[config.mk]
export PLATFORM = sky130hd
export DESIGN_NAME = uart_rx_param
export DESIGN_NICKNAME = d
export VERILOG_FILES = /design/src/rtl/uart_pkg.sv /design/src/rtl/uart_baud_tick.sv /design/src/rtl/uart_rx_param.sv
export SDC_FILE = /design/constraint.sdc
export NUM_CORES = 1
export LEC_CHECK = 0
export ABC_CLOCK_PERIOD_IN_PS = 2570
export BUFFER_PORTS_ARGS = -buffer_cell sky130_fd_sc_hd__buf_4
export CORE_AREA = 3 3 77 79
export CTS_BUF_LIST = sky130_fd_sc_hd__clkbuf_8
export DETAILED_ROUTE_END_ITERATION = 12
export DIE_AREA = 0 0 80 82
export HOLD_SLACK_MARGIN = 0.05
export SLEW_MARGIN = 20
export SYNTH_ARGS = -nofsm -noshare
export SYNTH_HDL_FRONTEND = slang
export SYNTH_SLANG_ARGS = --single-unit
[constraint.sdc]
create_clock -name clk -period 2.57 [get_ports clk]
set_clock_uncertainty 0.1 [all_clocks]
set_input_delay 0.3855 -clock clk [delete_from_list [all_inputs] [get_ports clk]]
set_output_delay 0.3855 -clock clk [all_outputs]
set_load 0.05 [all_outputs]
[src/rtl/uart_pkg.sv]
// Shared UART definitions: parity modes, receiver FSM states and the
// baud divider computation used by both the RX and TX paths.
package uart_pkg;

  localparam int PAR_NONE = 0;
  localparam int PAR_ODD  = 1;
  localparam int PAR_EVEN = 2;

  typedef enum logic [2:0] {
    S_IDLE,
    S_START,
    S_DATA,
    S_PARITY,
    S_STOP,
    S_BRKWAIT
  } rx_state_t;

  // Clocks per oversample tick, truncated.
  function automatic int calc_div(input int clock_rate, input int baud_rate,
                                  input int oversample);
    return clock_rate / (baud_rate * oversample);
  endfunction

endpackage

[src/rtl/uart_baud_tick.sv]
// Oversample tick generator: one-clk pulse every DIV clocks, with a
// synchronous restart so the tick phase can be aligned to a start edge.
module uart_baud_tick #(
  parameter int DIV = 78
) (
  input  logic clk,
  input  logic rst,
  input  logic i_restart,
  output logic o_tick
);

  localparam int CW = (DIV > 1) ? $clog2(DIV) : 1;

  logic [CW-1:0] r_cnt;
  logic          w_wrap;

  assign w_wrap = (r_cnt == CW'(DIV - 1));

  // Divider counter; restart and reset both return it to zero.
  always_ff @(posedge clk) begin
    if (rst || i_restart) r_cnt <= '0;
    else if (w_wrap)      r_cnt <= '0;
    else                  r_cnt <= r_cnt + 1'b1;
  end

  assign o_tick = w_wrap && !i_restart;

endmodule

[src/rtl/uart_rx_param.sv]
// Parametrised UART receiver: 2-flop synchroniser, oversampled 3-sample
// majority vote at bit centre, optional parity, 1 or 2 stop bits, and
// break detection with a wait for the line to return high.
module uart_rx_param
  import uart_pkg::*;
#(
  parameter int CLOCK_RATE = 12000000,
  parameter int BAUD_RATE  = 9600,
  parameter int DATA_BITS  = 8,
  parameter int PARITY     = 0,
  parameter int STOP_BITS  = 1,
  parameter int OVERSAMPLE = 16
) (
  input  logic                 clk,
  input  logic                 rst,
  input  logic                 rxEn,
  input  logic                 rxIn,
  output logic                 rxBusy,
  output logic                 rxDone,
  output logic                 rxErr,
  output logic                 rxParityErr,
  output logic                 rxBreak,
  output logic [DATA_BITS-1:0] rxOut
);

  localparam int DIV = calc_div(CLOCK_RATE, BAUD_RATE, OVERSAMPLE);
  localparam int TW  = $clog2(OVERSAMPLE);

  // Handshake: rxDone is a single-clk valid strobe with no ready; rxOut and
  // the error flags are stable from that clk until the next accepted start.

  rx_state_t              r_state, w_next;
  logic                   r_sync1, r_sync2, r_prev;
  logic [TW-1:0]          r_tick_cnt;
  logic [3:0]             r_bit_cnt;
  logic                   r_s0, r_s1;
  logic [DATA_BITS-1:0]   r_shift, r_out;
  logic                   r_par_flag, r_frm_flag, r_par_lo, r_stop0_lo;
  logic                   r_done, r_err, r_perr, r_brk;

  logic w_rx, w_edge, w_tick, w_start_take, w_maj;
  logic w_samp0, w_samp1, w_decide, w_bit_end;
  logic w_last_data, w_last_stop, w_stop0_lo, w_break, w_complete, w_par_exp;

  assign w_rx         = r_sync2;
  assign w_edge       = r_prev && !r_sync2;
  assign w_start_take = (r_state == S_IDLE) && rxEn && w_edge;
  assign w_samp0      = w_tick && (r_tick_cnt == TW'(OVERSAMPLE / 2 - 1));
  assign w_samp1      = w_tick && (r_tick_cnt == TW'(OVERSAMPLE / 2));
  assign w_decide     = w_tick && (r_tick_cnt == TW'(OVERSAMPLE / 2 + 1));
  assign w_bit_end    = w_tick && (r_tick_cnt == TW'(OVERSAMPLE - 1));
  assign w_maj        = (r_s0 & r_s1) | (r_s0 & w_rx) | (r_s1 & w_rx);
  assign w_last_data  = (r_bit_cnt == 4'(DATA_BITS - 1));
  assign w_last_stop  = (r_bit_cnt == 4'(STOP_BITS - 1));
  assign w_stop0_lo   = (r_bit_cnt == 4'd0) ? !w_maj : r_stop0_lo;
  assign w_break      = (r_shift == '0) && ((PARITY == PAR_NONE) || r_par_lo) && w_stop0_lo;
  assign w_complete   = rxEn && (r_state == S_STOP) && w_decide && w_last_stop;
  assign w_par_exp    = (^r_shift) ^ (PARITY == PAR_ODD);

  uart_baud_tick #(.DIV(DIV)) u_tick (
    .clk      (clk),
    .rst      (rst),
    .i_restart(w_start_take),
    .o_tick   (w_tick)
  );

  // Synchroniser plus one history flop for falling-edge detection; resets
  // low so a start needs a high to have been seen first.
  always_ff @(posedge clk) begin
    if (rst) begin
      r_sync1 <= 1'b0;
      r_sync2 <= 1'b0;
      r_prev  <= 1'b0;
    end else begin
      r_sync1 <= rxIn;
      r_sync2 <= r_sync1;
      r_prev  <= r_sync2;
    end
  end

  // FSM state register.
  always_ff @(posedge clk) begin
    if (rst) r_state <= S_IDLE;
    else     r_state <= w_next;
  end

  // Next-state logic; disabling the receiver always returns to IDLE.
  always_comb begin
    w_next = r_state;
    if (!rxEn) begin
      w_next = S_IDLE;
    end else begin
      case (r_state)
        S_IDLE:    if (w_edge) w_next = S_START;
        S_START:   if (w_decide && w_maj) w_next = S_IDLE;
                   else if (w_bit_end) w_next = S_DATA;
        S_DATA:    if (w_bit_end && w_last_data)
                     w_next = (PARITY == PAR_NONE) ? S_STOP : S_PARITY;
        S_PARITY:  if (w_bit_end) w_next = S_STOP;
        S_STOP:    if (w_decide && w_last_stop) w_next = w_break ? S_BRKWAIT : S_IDLE;
        S_BRKWAIT: if (w_tick && w_rx && (r_tick_cnt == TW'(OVERSAMPLE - 1))) w_next = S_IDLE;
        default:   w_next = S_IDLE;
      endcase
    end
  end

  // Datapath: tick/bit counters, majority samples, shift register and flags.
  always_ff @(posedge clk) begin
    if (rst) begin
      r_tick_cnt <= '0;
      r_bit_cnt  <= '0;
      r_s0       <= 1'b0;
      r_s1       <= 1'b0;
      r_shift    <= '0;
      r_out      <= '0;
      r_par_flag <= 1'b0;
      r_frm_flag <= 1'b0;
      r_par_lo   <= 1'b0;
      r_stop0_lo <= 1'b0;
      r_done     <= 1'b0;
      r_err      <= 1'b0;
      r_perr     <= 1'b0;
      r_brk      <= 1'b0;
    end else begin
      r_done <= 1'b0;
      if (w_start_take) begin
        r_tick_cnt <= '0;
        r_bit_cnt  <= '0;
        r_par_flag <= 1'b0;
        r_frm_flag <= 1'b0;
        r_par_lo   <= 1'b0;
        r_stop0_lo <= 1'b0;
        r_err      <= 1'b0;
        r_perr     <= 1'b0;
        r_brk      <= 1'b0;
      end else if (rxEn) begin
        if (r_state == S_BRKWAIT) begin
          if (!w_rx)       r_tick_cnt <= '0;
          else if (w_tick) r_tick_cnt <= r_tick_cnt + 1'b1;
        end else if ((r_state != S_IDLE) && w_tick) begin
          r_tick_cnt <= w_bit_end ? '0 : r_tick_cnt + 1'b1;
        end
        if (w_samp0) r_s0 <= w_rx;
        if (w_samp1) r_s1 <= w_rx;
        if (w_bit_end) begin
          if (r_state == S_DATA)      r_bit_cnt <= w_last_data ? 4'd0 : r_bit_cnt + 4'd1;
          else if (r_state == S_STOP) r_bit_cnt <= r_bit_cnt + 4'd1;
        end
        if (w_decide) begin
          case (r_state)
            S_DATA:   r_shift <= {w_maj, r_shift[DATA_BITS-1:1]};
            S_PARITY: begin
              r_par_lo <= !w_maj;
              if (w_maj != w_par_exp) r_par_flag <= 1'b1;
            end
            S_STOP: begin
              if (!w_maj) r_frm_flag <= 1'b1;
              if (r_bit_cnt == 4'd0) r_stop0_lo <= !w_maj;
            end
            default: ;
          endcase
        end
        if (w_complete) begin
          r_done     <= 1'b1;
          r_out      <= w_break ? '0 : r_shift;
          r_err      <= r_frm_flag | !w_maj | w_break;
          r_perr     <= r_par_flag;
          r_brk      <= w_break;
          r_tick_cnt <= '0;
        end
      end
    end
  end

  assign rxBusy      = (r_state == S_START) || (r_state == S_DATA) ||
                       (r_state == S_PARITY) || (r_state == S_STOP);
  assign rxDone      = r_done;
  assign rxErr       = r_err;
  assign rxParityErr = r_perr;
  assign rxBreak     = r_brk;
  assign rxOut       = r_out;

endmodule

# After elaboration in Yosys (flattened, before gate mapping)

Index checks and enable logic that the tools add are counted.

Bits in registers: 46
Input bits: 4
Output and inout port bits: 13
Logic and storage cells: 118

$add $sub $neg: 3
Equal/unequal tests: 19
Multiplexer cells: 21
Bitwise operators: 10
Reductions and logical operators: 47

Operators with widths:

| cell                                                            | count |
|---|---|
| 4-bit two-way mux                                               | 9 |
| 3-bit two-way mux                                               | 8 |
| 1-bit logical AND                                               | 18 |
| 3-bit one-hot mux with 6 select lines                           | 1 |
| 3-bit AND reduction                                             | 6 |
| 4-bit == test, second input constant                            | 3 |
| 4-bit AND reduction                                             | 3 |
| 2-bit inequality test, second input constant                    | 5 |
| 4-bit by 1-bit adder with 4-bit output, second input constant   | 2 |
| 4-bit by 3-bit == test with 1-bit output, second input constant | 2 |
| 8-bit zero test                                                 | 1 |
| 8-bit two-way mux                                               | 1 |
| 8-bit XOR reduction                                             | 1 |
| 7-bit by 1-bit adder with 7-bit output, second input constant   | 1 |
| 7-bit == test, second input constant                            | 1 |
| 3-bit by 2-bit == test with 1-bit output, second input constant | 2 |
| 3-bit == test, second input constant                            | 2 |
| 6-bit AND reduction                                             | 1 |
| 3-bit nonzero test                                              | 2 |
| 2-bit OR reduction                                              | 3 |
| 4-bit zero test                                                 | 1 |
| 1-bit logical OR                                                | 4 |
| 4-bit inequality test, second input constant                    | 1 |
| 1-bit OR                                                        | 4 |
| other kinds (11)                                                | 18 |

# Logic depth before layout (Yosys ltp)

Word-level depth: 10
Mapped depth: 8
Mapped depth without buffers: 7

# Cells and area by module

A second synthesis with hierarchy kept.

Cells, all modules: 259
Area total of the unflattened synthesis: 2327.2 um^2

By module, submodules not included:

| module         | times used | cells an instance | area each (um^2) | sequential area each (um^2) |
|---|---|---|---|---|
| uart_rx_param  | 1          | 225               | 2024.4           | 780.7 |
| uart_baud_tick | 1          | 34                | 302.8            | 140.1 |

# Worst setup path before layout

Ideal clock, no wire load.

Path type: register to register
From: reg r_bit_cnt[0]
To: reg r_state[0]
Setup time: 0.072 ns
Data arrival time: 1.906 ns
Required time: 2.398 ns
Slack: 0.493 ns
Cell stages (with the launch flop): 9
Buffers on the path: 1
Clock period less this slack: 2.077 ns
Cells stage by stage: dfxtp_1 > inv_1 > ha_1 > or3b_4 > mux2_4 > or2_1 > buf_6 > a211o_1 > mux2i_1

Word-level cells in the longest chain between the ends: 6
Elaborated cells between the ends (all ways): 12

Ends and longest elaborated chain:

| item                                  | RTL line                                 | text |
|---|---|---|
| from (decl)                           | uart_rx_param.sv:35                      | `logic [3:0] r_bit_cnt;` |
| from (signal assigned)                | uart_rx_param.sv:146                     | `if (r_state == S_DATA) r_bit_cnt <= w_last_data ? 4'd0 : r_bit_cnt + 4'd1;` |
| from (signal assigned)                | uart_rx_param.sv:147                     | `else if (r_state == S_STOP) r_bit_cnt <= r_bit_cnt + 4'd1;` |
| 4-bit zero test                       | uart_rx_param.sv:54, uart_rx_param.sv:55 |  |
| 1-bit two-way mux                     | -                                        |  |
| 1-bit logical AND                     | uart_rx_param.sv:56                      | `assign w_break = (r_shift == '0) && ((PARITY == PAR_NONE) \|\| r_par_lo) && w_stop0_lo;` |
| 3-bit two-way mux (2 in series)       | uart_rx_param.sv:100                     | `S_STOP: if (w_decide && w_last_stop) w_next = w_break ? S_BRKWAIT : S_IDLE;` |
| 3-bit one-hot mux with 6 select lines | uart_rx_param.sv:93                      | `case (r_state)` |
| to (signal assigned)                  | uart_rx_param.sv:84                      | `else r_state <= w_next;` |
| to (decl)                             | uart_rx_param.sv:32                      | `rx_state_t r_state, w_next;` |

Parallel ways exist; a longest one is shown, timed or not. The select of a mux whose other input is x is not followed.
A chain may end at the register's enable or synchronous reset.

# Final worst setup path

From: reg r_bit_cnt[0]
To: reg r_tick_cnt[3]

Word-level cells in the longest chain between the ends: 4
Elaborated cells between the ends (all ways): 6

Ends and longest elaborated chain:

| item                                                                  | RTL line             | text |
|---|---|---|
| 4-bit zero test (*)                                                   | uart_rx_param.sv:54  | `assign w_last_stop = (r_bit_cnt == 4'(STOP_BITS - 1));` |
| 1-bit logical AND (*)                                                 | uart_rx_param.sv:57  | `assign w_complete = rxEn && (r_state == S_STOP) && w_decide && w_last_stop;` |
| 4-bit inequality test (no line) or 3-bit nonzero test (tied branches) | -                    |  |
| 3-bit AND reduction (no line)                                         | -                    |  |
| to (signal assigned)                                                  | uart_rx_param.sv:139 | `else if (w_tick) r_tick_cnt <= r_tick_cnt + 1'b1;` |
| to (signal assigned)                                                  | uart_rx_param.sv:141 | `r_tick_cnt <= w_bit_end ? '0 : r_tick_cnt + 1'b1;` |
| to (decl)                                                             | uart_rx_param.sv:34  | `logic [TW-1:0] r_tick_cnt;` |

Every way passes the cells marked *; elsewhere a longest branch is shown, timed or not.

==> key figures <==
Timing
  • RSZ-0062 raised after global routing: no
  • Max-slew violations: 0
  • Slew @ Worst Pin: 638 ps
  • Final hold vios: 0
  • TNS Setup: 0 ps
  • Slew headroom: 0.573
  • Crit path time final: 2270 ps
  • Final setup violation count: 0
  • Fmax: 441 MHz
  • Final Cycle Share: 0.882
  • Final WS setup: 304 ps

Clocking
  • CTS resizes: 0
  • Clock Path Buffers: 2
  • Hold buffer count at cts: 0
  • Clock sink count: 46
  • H-tree depth: 2
  • CTS tree: done
  • Worst-path clk slew: 80 ps
  • Clock root cell: clkbuf_8
  • Clock latency on the worst-skew pair: 290 ps
  • Post-CTS Setup Repair Bufs: 0
  • CTS Buf Count: 5

GRT
  • Global-route wire length before repair: 8180 um
  • Number of global-route vias before repair: 1758
  • Antenna violations before repair: 0
  • Total GRT Usage: 0.156
  • Largest net degree at the start of global routing: 26
  • Grt total ovfl: 0

Routing
  • Post-Route WL: 4810 um
  • Via density: 5.25
  • Drt drc: 0
  • Avg WL per Cell: 13.4 um
  • Initial DRT Pass Iterations: 4
  • 1st-iter DRT viols: 96
  • Vias: 1886
  • ANT nets after route: 0

Logic synthesis
  • Synth Instances: 271
  • Top-count cell post-synth: dfxtp_1
  • Commonest cells post-synth: dfxtp_1 (46), nor2_1 (27), nand2_1 (24)
  • Top cell type's share of synthesized area: 0.393
  • Post-synthesis cell area: 2350 sq um
  • Seq/Total Area, Yosys: 0.393
  • Async SR Flop Fraction: 0
  • Syn Area/Cell: 8.66 sq um
  • Top cell type by total area after synthesis: dfxtp_1
  • Post-synth EDFFs: 0
  • Seq cells post-synth: 46
  • Ys Warns: 0
  • Netlist cell types: 51
  • Top cells by area, synth: dfxtp_1 (39%), ha_1 (5.9%), mux2i_1 (5.1%)
  • Top_reg_cell synth: dfxtp_1
  • Post-Syn Nets: 286

Critical path
  • Slowest-stage cell, CP: or3b_4
  • Slowest cell delay on critical path: 390 ps
  • Crit-path cells: inv_1, ha_1, or3b_4, nor4_2, a41oi_1, a32oi_1, a21oi_1
  • Kind of critical path: reg2reg
  • Worst-path maximum fanout: 6
  • Startpoint Class: flip-flop
  • Worst setup EP type: flip-flop
  • Crit path DAT: 2330 ps
  • CP required: 2630 ps

Pwr
  • VDD IR max: 0.000255 V
  • Leakage power: 1.02 nW
  • Pwr Density: 509 nW/um^2

Placement
  • Cell Area, Placed: 2530 sq um
  • Gp weighted congestion: 0.828
  • Placement Setup Slack: 305 ps
  • Port bufs: 16
  • HPWL after DPL: 3410 um

Floorplan
  • IO Pins: 17
  • Starting Density: 0.434
  • Die Wd: 80 um
  • Std cell rows: 27
  • DIE AREA: 6560 sq um
  • Die span in y: 82 um
  • Core footprint: 5410 sq um

Layout
  • Layout cell share with drive strength beyond 1: 0.136
  • Antenna cell count: 0
  • Final Instance Area: 2650 sq um
  • Net count, final: 302
  • Area delta synth->final: 12.8%
  • Final core utilization: 0.490

Job
  • Max-Cap Viols: 0

Outcome
  • Run status: complete, no violations

Worst hold path
  • Tightest Hold Check Type: in2reg
[power breakdown]
group | internal (mW) | switching [mW]
Clock | 0.311 | 0.241
Combinational | 0.0258 | 0.0408
Sequential | 0.719 | 0.00854
[critical path: cells and delay by family (launching register included)]
| kind | cells | cell delay, ps |
|---|---|---|
| compound gates | 3 | 720 |
| fa+ha+maj | 1 | 140 |
| buf+inv | 1 | 90 |
| flops | 1 | 330 |
| simple gates | 2 | 770 |
[layout make-up]
cell class                      count  area, sq um
Clock buffer                        6         82.6
Fill cell                         536         2760
Sequential cell                    46          921
Clock inverter                      1         30.0
Timing Repair Buffer               21          158
Inverter                           17         63.8
Multi-Input combinational cell    196         1300
Tap cell                           72         90.1
[routing by layer]
layer  GRT usage  vias up  wire length, um
met5           0        -                0
met4      0.0355        0               39
met3      0.0329        5              187
met2       0.260       31             2240
met1       0.208      871             2340
li1            -      979                -
[layout by cell type (no fill, tap or decap), drive strengths merged, types with 2 or more instances in the layout]
cell      n
buf      21
xnor2     8
or3       2
nor3b     2
a21oi    18
nand3    15
nand2    24
a31oi     4
nor2b     7
nand4b    4
nor2     28
nand4bb   2
nand3b    4
inv      17
o21ai     3
a41oi     2
o31ai     5
nand4     8
and2      2
and3      5
dfxtp    46
or2       3
clkbuf    6
or3b      2
nand2b    7
xor2      3
mux2i    12
ha       11
[through the flow]
| stage | hold WS, ps | std cells | total power, mW |
|---|---|---|---|
| 2_1_floorplan | 314 | 271 | 0.792 |
| 3_3_place_gp | 318 | 352 | 0.812 |
| 3_5_place_dp | 332 | 352 | 0.812 |
| 4_1_cts | 202 | 359 | 1.36 |
| 5_1_grt | 216 | 359 | 1.40 |
| 6_report | 203 | 359 | 1.35 |
[sequential cells by signal, indices dropped and copies added, names as in the netlist]
name          count
r_shift           8
rxOut             8
u_tick.r_cnt      7
r_bit_cnt         4
r_tick_cnt        4
r_state           3
r_frm_flag        1
r_par_flag        1
r_prev            1
r_s0              1
r_s1              1
r_stop0_lo        1
r_sync1           1
r_sync2           1
rxBreak           1
rxDone            1
rxErr             1
rxParityErr       1
[cell families after synthesis]
kind of cell / count (synthesis) / share of synthesized area
AOI/OAI and AO/OA: 41 / 0.110
xor gates and xnor gates: 11 / 0.0411
adders and majority gates: 12 / 0.0635
buffers and inverters: 29 / 0.0528
DFF: 46 / 0.393
muxes: 13 / 0.0576
and+or+nand+nor: 119 / 0.282
[path summary, 6_finish.rpt]
kind	slack (ps)	end	from	depth (start not counted)
worst min register to register	340	r_sync2$_SDFF_PP0_	r_sync1$_SDFF_PP0_	1
worst max register to register	300	r_tick_cnt[3]$_SDFFE_PP0P_	r_bit_cnt[0]$_SDFFE_PP0P_	7
worst min-delay path	200	r_sync1$_SDFF_PP0_	rxIn	2
worst max-delay path	300	r_tick_cnt[3]$_SDFFE_PP0P_	r_bit_cnt[0]$_SDFFE_PP0P_	7
(Power assumes the default switching activity.)
